===== config.mk =====
export PLATFORM = sky130hd
export DESIGN_NAME = ex_arbiter
export DESIGN_NICKNAME = d
export VERILOG_FILES = /design/src/rtl/ex_arbiter_pkg.sv /design/src/rtl/ex_arbiter_prio.sv /design/src/rtl/ex_arbiter.sv
export SDC_FILE = /design/constraint.sdc
export NUM_CORES = 1
export LEC_CHECK = 0
export ABC_AREA = 0
export BUFFER_PORTS_ARGS = -buffer_cell sky130_fd_sc_hd__buf_2
export CAP_MARGIN = 20
export CORE_MARGIN = 2
export CORE_UTILIZATION = 52
export CTS_CLUSTER_DIAMETER = 150
export DETAILED_ROUTE_END_ITERATION = 8
export GPL_ROUTABILITY_DRIVEN = 0
export GPL_TIMING_DRIVEN = 0
export PLACE_DENSITY = 0.86
export SYNTH_ARGS = -nofsm -noshare
export SYNTH_HDL_FRONTEND = slang
export SYNTH_SLANG_ARGS = --single-unit
export TNS_END_PERCENT = 20

===== constraint.sdc =====
create_clock -name clk -period 4.7 [get_ports clk]
set_clock_uncertainty 0.15 [all_clocks]
set_input_delay 0.235 -clock clk [delete_from_list [all_inputs] [get_ports clk]]
set_output_delay 0.235 -clock clk [all_outputs]
set_load 0.01 [all_outputs]

===== src/rtl/ex_arbiter_pkg.sv =====
// ex_arbiter_pkg: shared cause codes, m_exc bit positions, the default
// exception vector and the types used by the exception commit unit.
package ex_arbiter_pkg;

  // CP0 Cause.ExcCode values
  localparam logic [4:0] EXC_INT  = 5'h00;
  localparam logic [4:0] EXC_ADEL = 5'h04;
  localparam logic [4:0] EXC_ADES = 5'h05;
  localparam logic [4:0] EXC_SYS  = 5'h08;
  localparam logic [4:0] EXC_BP   = 5'h09;
  localparam logic [4:0] EXC_RI   = 5'h0A;
  localparam logic [4:0] EXC_OV   = 5'h0C;

  // bit positions inside m_exc
  localparam int MEXC_FADEL = 0;
  localparam int MEXC_RI    = 1;
  localparam int MEXC_OV    = 2;
  localparam int MEXC_SYS   = 3;
  localparam int MEXC_BP    = 4;
  localparam int MEXC_LADEL = 5;
  localparam int MEXC_SADES = 6;
  localparam int MEXC_W     = 7;

  localparam logic [31:0] EX_VECTOR_DEFAULT = 32'hBFC0_0380;

  // which address feeds BadVAddr
  typedef enum logic [1:0] {
    BAD_NONE = 2'd0,
    BAD_PC   = 2'd1,
    BAD_ADDR = 2'd2
  } bad_sel_e;

  typedef enum logic {
    ST_IDLE  = 1'b0,
    ST_FLUSH = 1'b1
  } ex_state_e;

  // registered commit record presented to CP0
  typedef struct packed {
    logic        valid;
    logic        eret;
    logic        bd;
    logic [4:0]  excode;
    logic [31:0] epc;
    logic [31:0] badvaddr;
  } ex_commit_t;

  // EPC points at the branch when the faulting instruction sits in its delay slot
  function automatic logic [31:0] epc_of(input logic [31:0] pc, input logic bd);
    return bd ? (pc - 32'd4) : pc;
  endfunction

endpackage


===== src/rtl/ex_arbiter_prio.sv =====
// ex_prio: combinational exception priority encoder.
//   int_pend : sampled interrupt request
//   m_exc    : per-cause flags of the MEM instruction
//   m_eret   : MEM instruction is eret
//   hit      : something must be committed
//   excode   : cause code of the winning source (0 for eret)
//   is_eret  : eret wins (no interrupt, no fault)
//   bad_sel  : BadVAddr source for the winning cause
module ex_prio
  import ex_arbiter_pkg::*;
(
  input  logic              int_pend,
  input  logic [MEXC_W-1:0] m_exc,
  input  logic              m_eret,
  output logic              hit,
  output logic [4:0]        excode,
  output logic              is_eret,
  output bad_sel_e          bad_sel
);

  always_comb begin
    hit     = int_pend | (|m_exc) | m_eret;
    excode  = 5'h00;
    is_eret = 1'b0;
    bad_sel = BAD_NONE;
    if (int_pend) begin
      excode = EXC_INT;
    end else if (m_exc[MEXC_FADEL]) begin
      excode  = EXC_ADEL;
      bad_sel = BAD_PC;
    end else if (m_exc[MEXC_RI]) begin
      excode = EXC_RI;
    end else if (m_exc[MEXC_OV]) begin
      excode = EXC_OV;
    end else if (m_exc[MEXC_SYS]) begin
      excode = EXC_SYS;
    end else if (m_exc[MEXC_BP]) begin
      excode = EXC_BP;
    end else if (m_exc[MEXC_LADEL]) begin
      excode  = EXC_ADEL;
      bad_sel = BAD_ADDR;
    end else if (m_exc[MEXC_SADES]) begin
      excode  = EXC_ADES;
      bad_sel = BAD_ADDR;
    end else if (m_eret) begin
      is_eret = 1'b1;
    end
  end

endmodule


===== src/rtl/ex_arbiter.sv =====
// ex_arbiter: exception commit and flush control at the MEM/WB boundary.
// Picks the highest-priority cause of the MEM instruction (or the sampled
// interrupt), emits a one-cycle registered commit to CP0, then holds flush
// for FLUSH_CYCLES cycles with a stable redirect PC.
//   clk, resetn        : clock, async active-low reset
//   m_valid, stall     : MEM occupancy / hold
//   m_pc, m_bd, m_exc  : MEM instruction PC, delay-slot flag, fault flags
//   m_eret, m_addr     : eret marker, load/store data address
//   int_req, cp0_epc   : CP0 interrupt level, current EPC
//   ex_*               : registered commit record for CP0
//   flush, redirect_pc : kill younger stages, fetch target
module ex_arbiter
  import ex_arbiter_pkg::*;
#(
  parameter int          FLUSH_CYCLES = 2,
  parameter logic [31:0] EX_VECTOR    = EX_VECTOR_DEFAULT
) (
  input  logic              clk,
  input  logic              resetn,
  input  logic              m_valid,
  input  logic              stall,
  input  logic [31:0]       m_pc,
  input  logic              m_bd,
  input  logic [MEXC_W-1:0] m_exc,
  input  logic              m_eret,
  input  logic [31:0]       m_addr,
  input  logic              int_req,
  input  logic [31:0]       cp0_epc,
  output logic              ex_valid,
  output logic              ex_eret,
  output logic              ex_bd,
  output logic [4:0]        ex_excode,
  output logic [31:0]       ex_epc,
  output logic [31:0]       ex_badvaddr,
  output logic              flush,
  output logic [31:0]       redirect_pc
);

  ex_state_e   state;
  logic [3:0]  cnt;
  logic        int_pend;
  ex_commit_t  cmt;

  logic        p_hit;
  logic [4:0]  p_excode;
  logic        p_is_eret;
  bad_sel_e    p_bad_sel;

  ex_prio u_prio (
    .int_pend (int_pend),
    .m_exc    (m_exc),
    .m_eret   (m_eret),
    .hit      (p_hit),
    .excode   (p_excode),
    .is_eret  (p_is_eret),
    .bad_sel  (p_bad_sel)
  );

  logic        commit;
  logic [31:0] bad_nxt;

  assign commit = (state == ST_IDLE) & m_valid & ~stall & p_hit;

  always_comb begin
    bad_nxt = 32'h0;
    case (p_bad_sel)
      BAD_PC:   bad_nxt = m_pc;
      BAD_ADDR: bad_nxt = m_addr;
      default:  bad_nxt = 32'h0;
    endcase
  end

  always_ff @(posedge clk or negedge resetn) begin
    if (!resetn) begin
      state       <= ST_IDLE;
      cnt         <= 4'd0;
      int_pend    <= 1'b0;
      cmt         <= '0;
      flush       <= 1'b0;
      redirect_pc <= 32'h0;
    end else begin
      int_pend  <= int_req;
      cmt.valid <= 1'b0;
      case (state)
        ST_IDLE: begin
          if (commit) begin
            cmt.valid    <= 1'b1;
            cmt.eret     <= p_is_eret;
            cmt.bd       <= p_is_eret ? 1'b0 : m_bd;
            cmt.excode   <= p_excode;
            cmt.epc      <= epc_of(m_pc, m_bd);
            cmt.badvaddr <= bad_nxt;
            redirect_pc  <= p_is_eret ? cp0_epc : EX_VECTOR;
            flush        <= 1'b1;
            cnt          <= 4'(FLUSH_CYCLES - 1);
            state        <= ST_FLUSH;
          end
        end
        ST_FLUSH: begin
          // stall has no say here; the countdown always runs
          if (cnt == 4'd0) begin
            flush <= 1'b0;
            state <= ST_IDLE;
          end else begin
            cnt <= cnt - 4'd1;
          end
        end
        default: state <= ST_IDLE;
      endcase
    end
  end

  assign ex_valid    = cmt.valid;
  assign ex_eret     = cmt.eret;
  assign ex_bd       = cmt.bd;
  assign ex_excode   = cmt.excode;
  assign ex_epc      = cmt.epc;
  assign ex_badvaddr = cmt.badvaddr;

endmodule

# Yosys cells after proc, flatten, opt, wreduce, memory -nomap -nowiden
# Cells that the tools add are included.
dict set report totals {
  reg_bits 111
  output_inout_bits 105
  elab_cells 70
  in_bits 110
}
dict set report op_classes {
  bitwise 7
  eq_ne 5
  addsub 2
  mux 40
  reduce_logical 5
}
# op n
set op_table {}
lappend op_table {{72-bit two-way mux} 2}
lappend op_table {{32-bit two-way mux} 2}
lappend op_table {{32-bit one-hot mux with 2 select lines} 1}
lappend op_table {{5-bit two-way mux} 7}
lappend op_table {{32-bit by 3-bit subtractor with 32-bit output (second input constant)} 1}
lappend op_table {{2-bit two-way mux} 8}
lappend op_table {{1-bit two-way mux} 14}
lappend op_table {{4-bit two-way mux} 2}
lappend op_table {{4-bit one-hot mux with 2 select lines} 1}
lappend op_table {{7-bit OR reduction} 1}
lappend op_table {{2-bit AND reduction} 3}
lappend op_table {{4-bit zero test} 1}
lappend op_table {{2-bit != test (second input constant)} 2}
lappend op_table {{1-bit one-hot mux with 2 select lines} 2}
lappend op_table {{4-bit by 1-bit subtractor with 4-bit output (second input constant)} 1}
lappend op_table {{1-bit bitwise AND} 3}
lappend op_table {{3-bit two-way mux} 1}
lappend op_table {{2-bit by 1-bit == test with 1-bit output (second input constant)} 1}
lappend op_table {{2-bit == test (second input constant)} 1}
lappend op_table {{2-bit by 1-bit != test with 1-bit output (second input constant)} 1}
lappend op_table {{1-bit NOT} 2}
lappend op_table {{1-bit bitwise OR} 2}

# Depth between registers and ports, before layout
# Gate-level depths: netlist of run 1.
dict set report logic_depth {
  ltp_word 12
  depth_mapped 7
  ltp_nobuf 7
}

# By module
# Synthesis of run 1 repeated with hierarchy kept, for this count alone.
dict set report unflattened {
  hier_cells 556
  hier_area_um2 5175.0
}
# mod instances seq_area_each_um2 area_each_um2 cells_per_inst
set by_module_without_submodules {}
lappend by_module_without_submodules {ex_arbiter 1 2777.7 5059.9 535}
lappend by_module_without_submodules {ex_prio 1 0.0 115.1 21}

# Worst setup path before layout of run 1
# No wires, ideal clock.
dict set report synth_timing {
  path_kind {input-to-reg}
  startpoint {input port m_pc[6]}
  endpoint {register cmt, in the netlist ex_epc[28]}
  required_time_ps 4468
  cell_stages 6
  setup_ps 82
  arrival_ps 1938
  path_buffers 1
  setup_slack_ps 2530
  path_cell_list {buf_6 -> or4_4 -> nor4_4 -> nand3_2 -> or4_1 -> a31oi_1}
}
dict set report synth_via {
  elab_chain_len 2
}
# element line_no
set synth_rtl {}
lappend synth_rtl {{from (decl)} ex_arbiter.sv:22} ;# input logic [31:0] m_pc,
lappend synth_rtl {{32-bit by 3-bit subtractor with 32-bit output} ex_arbiter_pkg.sv:50} ;# return bd ? (pc - 32'd4) : pc;
lappend synth_rtl {{32-bit two-way mux} ex_arbiter_pkg.sv:50}
lappend synth_rtl {{to (decl)} ex_arbiter.sv:42} ;# ex_commit_t cmt;
# No other way between the ends.
# A chain may end at the register's enable or synchronous reset.

# Worst setup path in the final report of run 1
dict set report layout_timing {
  startpoint {input port m_exc[1]}
  endpoint {register cmt, in the netlist ex_badvaddr[30]}
}
dict set report layout_via {
  elab_chain_len 5
  word_cells_on_any_way 11
  cone_classes {eq/ne: 2; mux: 4; bitwise: 3; reduce/logical: 2}
}
# element line_no
set layout_rtl {}
lappend layout_rtl {{from (decl)} ex_arbiter.sv:24} ;# input logic [MEXC_W-1:0] m_exc,
lappend layout_rtl {{2-bit two-way mux / 7-bit OR reduction (equally long branches)} {ex_arbiter_prio.sv:31, ex_arbiter_prio.sv:22}}
lappend layout_rtl {{2-bit two-way mux / 1-bit bitwise OR (equally long branches)} {ex_arbiter_prio.sv:28, ex_arbiter_prio.sv:22}}
lappend layout_rtl {{2-bit two-way mux / 1-bit bitwise OR (equally long branches)} {ex_arbiter_prio.sv:26, ex_arbiter_prio.sv:22}}
lappend layout_rtl {{2-bit == test (tied with other cells)} ex_arbiter.sv:66} ;# case (p_bad_sel)
lappend layout_rtl {{32-bit one-hot mux with 2 select lines / 2-bit AND reduction (equally long branches)} -}
# Parallel ways exist; a longest one is shown, timed or not.

==> results of run 1 <==
layout by cell type, fill, tap and decap left out, types with 20 or more instances in the layout:
cell / netlist / layout
o21ai_0: 30 / 30
buf_2: 0 / 211
a22oi_1: 32 / 32
nor2_1: 23 / 23
o31ai_1: 34 / 34
dfrtp_1: 110 / 110
a22o_1: 20 / 20
dlygate4sd3_1: 0 / 37
nand2_1: 81 / 81
clkbuf_1: 28 / 28
registers in the layout (all words and copies together), names as in the netlist:
signal / flops
ex_badvaddr: 32
ex_epc: 32
redirect_pc: 32
cnt: 4
ex_excode: 4
ex_bd: 1
ex_eret: 1
ex_valid: 1
flush: 1
int_pend: 1
state: 1
cells by family (layout without fill, tap and decap cells):
kind of cell,Yosys count,in the layout,share of synthesized area (%)
AO/OA/AOI/OAI,139,139,19.9
AND/OR/NAND/NOR,158,158,15.2
adder cells (fa/ha/maj),4,4,0.995
flip-flops,110,110,54.7
other,1,2,0.0746
buffers and inverters,43,308,3.81
multiplexers,1,1,0.224
XOR/XNOR,29,29,5.05
power breakdown:
part           total [W]  internal [W]  switching (W)
clock network   0.000577      0.000248       0.000329
logic           0.000800      0.000316       0.000485
registers        0.00127       0.00115       0.000123
total            0.00265       0.00171       0.000936
through the flow:
step | setup slack [ns] | hold slack (ns) | area, sq um | util (%) | total power, W
floorplan | 2.53 | -0.211 | 5030 | - | 0.00165
global placement | 1.99 | 0.205 | 6250 | 67.0 | 0.00200
detailed placement | 1.84 | 0.116 | 6280 | 67.3 | 0.00204
CTS | 1.68 | 0.0170 | 6840 | 73.4 | 0.00264
global route | 1.46 | 0.0190 | 6850 | 73.4 | 0.00279
finish | 1.66 | 0.0175 | 6850 | 73.4 | 0.00265
final timing paths:
kind,start,cells past startpoint,to
hold reg to reg,ex_badvaddr[11],2,ex_badvaddr[11]
min in group asynchronous,resetn,2,redirect_pc[23]
setup / recovery,m_exc[1],9,ex_badvaddr[30]
setup reg to reg,int_pend,7,ex_badvaddr[30]
hold / removal,m_exc[3],3,ex_excode[0]
max in group asynchronous,resetn,3,ex_badvaddr[23]
critical path, cell delays in order:
cell and delay (ns):
dlygate4sd3_1 0.55, buf_2 0.14, nor2_1 0.21, nand2_1 0.12, o31ai_2 0.69, clkbuf_1 0.43, clkbuf_1 0.55, nand2_1 0.13
o31ai_1 0.10
what timing repair did:
action                                 in CTS  in global routing
hold buffers                               37                  0
buffers inserted                            0                  0
endpoints found under the hold margin      78                  0
gates resized for setup                     0                  0
routing by layer:
layer	track usage, %	share of wire (%)	wire length, um
met1	36.0	38	6230
met2	54.6	49	7960
met3	9.10	8.8	1430
met4	13.4	3.9	638
met5	0	0.18	30
cell type report:
class | instances | area [sq um]
clock inverters | 6 | 68.8
flip-flops and latches | 110 | 2750
repair buffers | 250 | 1460
fillers | 672 | 2480
well taps | 129 | 161
clock buffers | 9 | 124
multi-input cells | 332 | 2080
inverters | 9 | 33.8
diodes | 1 | 2.50
plain buffers | 34 | 158
==> qor.csv, run 1 <==
stage;metric;value;unit
global_routing;grt_pass1_vias;4993;
timing;fin_tns_setup;0;ns
place;dp_cells;827;
layout;drive_gt1_share;32.1;%
floorplan;initial_core_util;53.9;%
logic_synthesis;post-synth-top-count-cell;dfrtp_1;
logic_synthesis;synth.distinct_cells;46;
timing;setup_violations;0;
timing;timing.fmax;329;MHz
cts;cts_tree;built;
detailed_routing;dr_total_vias;5030;
layout;area_growth;36.2;%
global_routing;track_usage;31.3;%
hold_path;hp-class;in -> reg;
timing;period_share;64.7;%
logic_synthesis;ys.flop_type;dfrtp_1;
status;outcome;finished clean;
global_routing;antenna_found_initial;4;
logic_synthesis;syn_area;5030;sq um
critical_path;arrival;3.15;ns
timing;slew_viol_final;0;
timing;fin_crit;3.04;ns
critical_path;crit_required;4.81;ns
logic_synthesis;synth_common_cells;dfrtp_1, nand2_1, o31ai_1;
floorplan;dieWidth;102;um
global_routing;grt_max_degree;69;
logic_synthesis;synth_edf_count;0;
timing;max_slew.worst_pin.slew;0.783;ns
timing;rsz0062_at_grt;false;
floorplan;die_area;10500;sq um
critical_path;setup.worst_path.start_class;input pin;
logic_synthesis;postSynthCellCount;485;
timing;finalHoldViolations;0;
cts;htreeDepth;3;
pwr;cellPowerDensity;386;nW/um^2
place;dp_hpwl;11500;um
critical_path;critPathKind;in -> reg;
cts;cts_buffers;9;
cts;clock_sinks;110;
floorplan;core-area;9330;sq um
place;port_buffers;212;
logic_synthesis;synth_area_leaders;dfrtp_1, nand2_1, o31ai_1;
logic_synthesis;synth_seq_cells;110;
layout;nNetsFinal;860;
layout;fin_cells;880;
timing;relSlewSlack;47.5;%
detailed_routing;drtIter0Drc;237;
cts;path_clk_slew;0.12;ns
cts;root_buffer;clkbuf_8;
cts;clk_latency;0.37;ns
detailed_routing;ant_nets;0;
floorplan;row_count;35;
critical_path;reg2reg_slack;1.77;ns
floorplan;chipHeight;102;um
pwr;vdd_drop_max;0.000202;V
critical_path;cp_max_fo;10;
pwr;p_leak;3.28;nW
logic_synthesis;synth_top_area_cell;dfrtp_1;
detailed_routing;dr.pass1.iters;6;
logic_synthesis;postSynthAreaPerCell;10.4;sq um
logic_synthesis;synthArstFlopShare;100;%
logic_synthesis;syn_nets;599;
logic_synthesis;yosys_warnings;0;
detailed_routing;route.detailed.drc;0;
cts;cts.path.max_buffers;2;
global_routing;overflow;0;
detailed_routing;wl_per_cell;18.5;um
logic_synthesis;yosys.area.top_type_share;54.7;%
job;maxCapViolations;0;
logic_synthesis;yosysSeqAreaShare;54.7;%
floorplan;io_pins;215;
detailed_routing;routed_wl;16300;um
detailed_routing;viasPerCell;5.72;
global_routing;grt_pass1_wl;25200;um
critical_path;cp-end-kind;flip-flop;
(Power assumes the default switching activity.)
==> inputs of run 2 (changes only) <==
--- a/config.mk
+++ b/config.mk
@@ -9,12 +9,12 @@
 export BUFFER_PORTS_ARGS = -buffer_cell sky130_fd_sc_hd__buf_2
 export CAP_MARGIN = 20
 export CORE_MARGIN = 2
-export CORE_UTILIZATION = 52
+export CORE_UTILIZATION = 48
 export CTS_CLUSTER_DIAMETER = 150
 export DETAILED_ROUTE_END_ITERATION = 8
 export GPL_ROUTABILITY_DRIVEN = 0
 export GPL_TIMING_DRIVEN = 0
-export PLACE_DENSITY = 0.86
+export PLACE_DENSITY = 0.8
 export SYNTH_ARGS = -nofsm -noshare
 export SYNTH_HDL_FRONTEND = slang
 export SYNTH_SLANG_ARGS = --single-unit
==> constraint.sdc (replaced) <==
create_clock -name clk -period 2.8 [get_ports clk]
set_clock_uncertainty 0.15 [all_clocks]
set_input_delay 0.14 -clock clk [delete_from_list [all_inputs] [get_ports clk]]
set_output_delay 0.14 -clock clk [all_outputs]
set_load 0.01 [all_outputs]
==> run 2 against run 1 <==
Critical endpoint is now ex_badvaddr[25]. Setup slack worse by 1.6 ns. Core utilization down 0.61 points. Non-clock buffer count up 57. Largest cell class unchanged. Hold slack worse by 0.019 ns. The run now ends with negative hold slack left. Clock-buffer cell count unchanged. Die area up 8.0%. Global-route usage up 1.8 points. Flip-flop and latch count unchanged. Critical path type unchanged.
==> qor.csv, run 2 (same netlist as run 1, synthesis figures left out) <==
stage;metric;value;unit;change
timing;finalHoldViolations;1;;+1
detailed_routing;viasPerCell;5.76;;+0.80%
detailed_routing;ant_nets;0;;unchanged
cts;cts_buffers;9;;unchanged
critical_path;path_common_cell;clkbuf_1;;
global_routing;overflow;0;;unchanged
critical_path;crit_required;2.89;ns;-1.92 ns
layout;area_growth;48.1;%;
timing;rsz0062_at_grt;true;;
pwr;cellPowerDensity;613;nW/um^2;+59%
global_routing;track_usage;33.1;%;+1.8 points
layout;layout_common_cells;buf_2, dfrtp_1, dlygate4sd3_1, nand2_1, o31ai_1;;
floorplan;initial_core_util;49.2;%;-4.8 points
critical_path;cp-end-kind;flip-flop;;
detailed_routing;wl_per_cell;19.8;um;+6.7%
pwr;p_leak;3.53;nW;+7.4%
detailed_routing;dr_total_vias;5439;;+8.1%
critical_path;slowest_delay;0.54;ns;-0.15 ns
detailed_routing;route.detailed.drc;0;;unchanged
timing;timing.fmax;365;MHz;
place;dp_hpwl;11700;um;+1.4%
timing;fin_crit;2.74;ns;
place;postPlaceCellArea;6290;sq um;+0.14%
cts;cts_tree;built;;
pwr;p_sw;0.00163;W;+74%
global_routing;antenna_found_initial;1;;-3
timing;max_slew.worst_pin.slew;0.730;ns;-0.0531 ns
critical_path;setup.worst_path.start_class;input pin;;
pwr;clockPowerShare;22.1;%;+0.3 points
pwr;power_frac_seq;46.8;%;-1.2 points
critical_path;critPathKind;in -> reg;;
layout;fin_cells;944;;+7.3%
global_routing;grt_max_degree;59;;-14%
timing;setup_violations;0;;unchanged
cts;clk_latency;0.37;ns;about the same
status;outcome;finished with violations;;
layout;drive_gt1_share;30.2;%;-1.9 points
cts;path_clk_slew;0.10;ns;-0.02 ns
layout;diodes;0;;-1
layout;design_area;7450;sq um;+8.8%
timing;relSlewSlack;51.3;%;+3.9 points
layout;final_common_cell;buf_2;;
layout;nNetsFinal;917;;+6.6%
timing;setup_ws;0.0568;ns;-1.60 ns
pwr;p_sw_share;35.6;%;+0.27 points
critical_path;crit_chain;dlygate4sd3_1, buf_2, nor2_1, nand2_1, o31ai_4, clkbuf_1, clkbuf_1, o31ai_1;;
place;port_buffers;212;;unchanged
hold_path;hp-class;in -> reg;;
detailed_routing;routed_wl;18600;um;+14%
job;maxCapViolations;0;;unchanged
critical_path;cp_num_buf_inv;4;;unchanged
floorplan;io_pins;215;;unchanged
cts;htreeDepth;3;;unchanged
cts;root_buffer;clkbuf_8;;
place;pre_cts_ws;-0.0511;ns;-1.89 ns
cts;cts.path.max_buffers;2;;unchanged
floorplan;dieWidth;106;um;+3.9%
place;dp_cells;834;;+0.85%
pwr;combPwrFrac;31.1;%;+0.8 points
floorplan;chipHeight;106;um;+3.9%
layout;num-fill-cells;727;;+8.2%
global_routing;grt_pass1_vias;5651;;+13%
pwr;vdd_drop_max;0.000372;V;+84%
global_routing;grt_pass1_wl;28900;um;+15%
timing;slew_viol_final;0;;unchanged
detailed_routing;dr.pass1.iters;5;;-1
detailed_routing;drtIter0Drc;406;;+71%
critical_path;critPathTopFamily;buffers and inverters;;
status;violations;negative hold slack;;
floorplan;row_count;37;;+5.7%
cts;clock_sinks;110;;unchanged
timing;worst_hold_slack;-0.00162;ns;-0.0191 ns
floorplan;die_area;11300;sq um;+8.0%
critical_path;cp_max_fo;10;;unchanged
timing;period_share;98.0;%;
floorplan;core-area;10200;sq um;+9.7%
critical_path;crit_slowest_cell;dlygate4sd3_1;;
pwr;p_int;0.00294;W;+72%
critical_path;arrival;2.83;ns;-0.32 ns
## run 2: cell type report
cell class | count | area [sq um] | area share, %
Timing Repair Buffer | 307 | 2030 | 27.3
Sequential cell | 110 | 2750 | 37.0
Inverter | 9 | 33.8 | 0.454
Clock inverter | 7 | 81.3 | 1.09
Tap cell | 136 | 170 | 2.28
Buffer | 34 | 160 | 2.15
Multi-Input combinational cell | 332 | 2090 | 28.1
Clock buffer | 9 | 124 | 1.66
## run 2: worst reg2reg max path, delay by kind of cell (launching register included)
kind,cells,cell delay [ns]
AO/OA/AOI/OAI,2,0.66
flip-flops,1,0.42
buffers and inverters,2,0.93
AND/OR/NAND/NOR,2,0.38
## run 2: timing repair
item / 4_1_cts / 5_1_grt
gates resized for setup: 1 / 7
setup buffers: 0 / 0
hold buffers: 94 / 0
setup endpoints to repair: 8 / 45
hold endpoints to repair: 139 / 0
## run 2: final timing paths
path	start	endpoint	slack, ns	depth (start not counted)
worst min-delay path	m_addr[20]	ex_badvaddr[20]	-0.002	3
max in group asynchronous	resetn	cnt[0]	1.59	3
min in group asynchronous	resetn	redirect_pc[2]	0.19	2
worst min register to register	ex_excode[1]	ex_excode[1]	0.33	2
worst max register to register	int_pend	ex_badvaddr[25]	0.13	6
worst max-delay path	m_exc[1]	ex_badvaddr[25]	0.06	8
## run 2: power groups by stage
| stage | Clock (W) | Combinational, W | Sequential, W |
|---|---|---|---|
| 4_1_cts | 0.00102 | 0.00139 | 0.00212 |
| 6_report | 0.00101 | 0.00142 | 0.00214 |
| 3_5_place_dp | 0 | 0.00128 | 0.00215 |
| 5_1_grt | 0.00110 | 0.00155 | 0.00217 |
| 3_3_place_gp | 0 | 0.00123 | 0.00213 |
| 2_1_floorplan | 0 | 0.000488 | 0.00228 |
## run 2: stage by stage
step                util [%]  total power [W]  hold slack [ns]  setup TNS (ns)
floorplan                  -          0.00276           -0.306               0
CTS                     72.8          0.00454          0.00119               0
global placement        61.2          0.00336            0.110               0
detailed placement      61.5          0.00344           0.0665          -0.179
finish                  72.8          0.00457         -0.00162               0
global route            72.8          0.00482           0.0122           -1.25
## run 2: routing by layer
metal / global-route usage [%] / wire length (um) / vias to the layer above
met5: 0 / 13 / -
met4: 13.6 / 633 / 2
met3: 6.87 / 1820 / 69
met2: 56.5 / 9180 / 380
met1: 40.7 / 7010 / 2605
li1: - / - / 2383
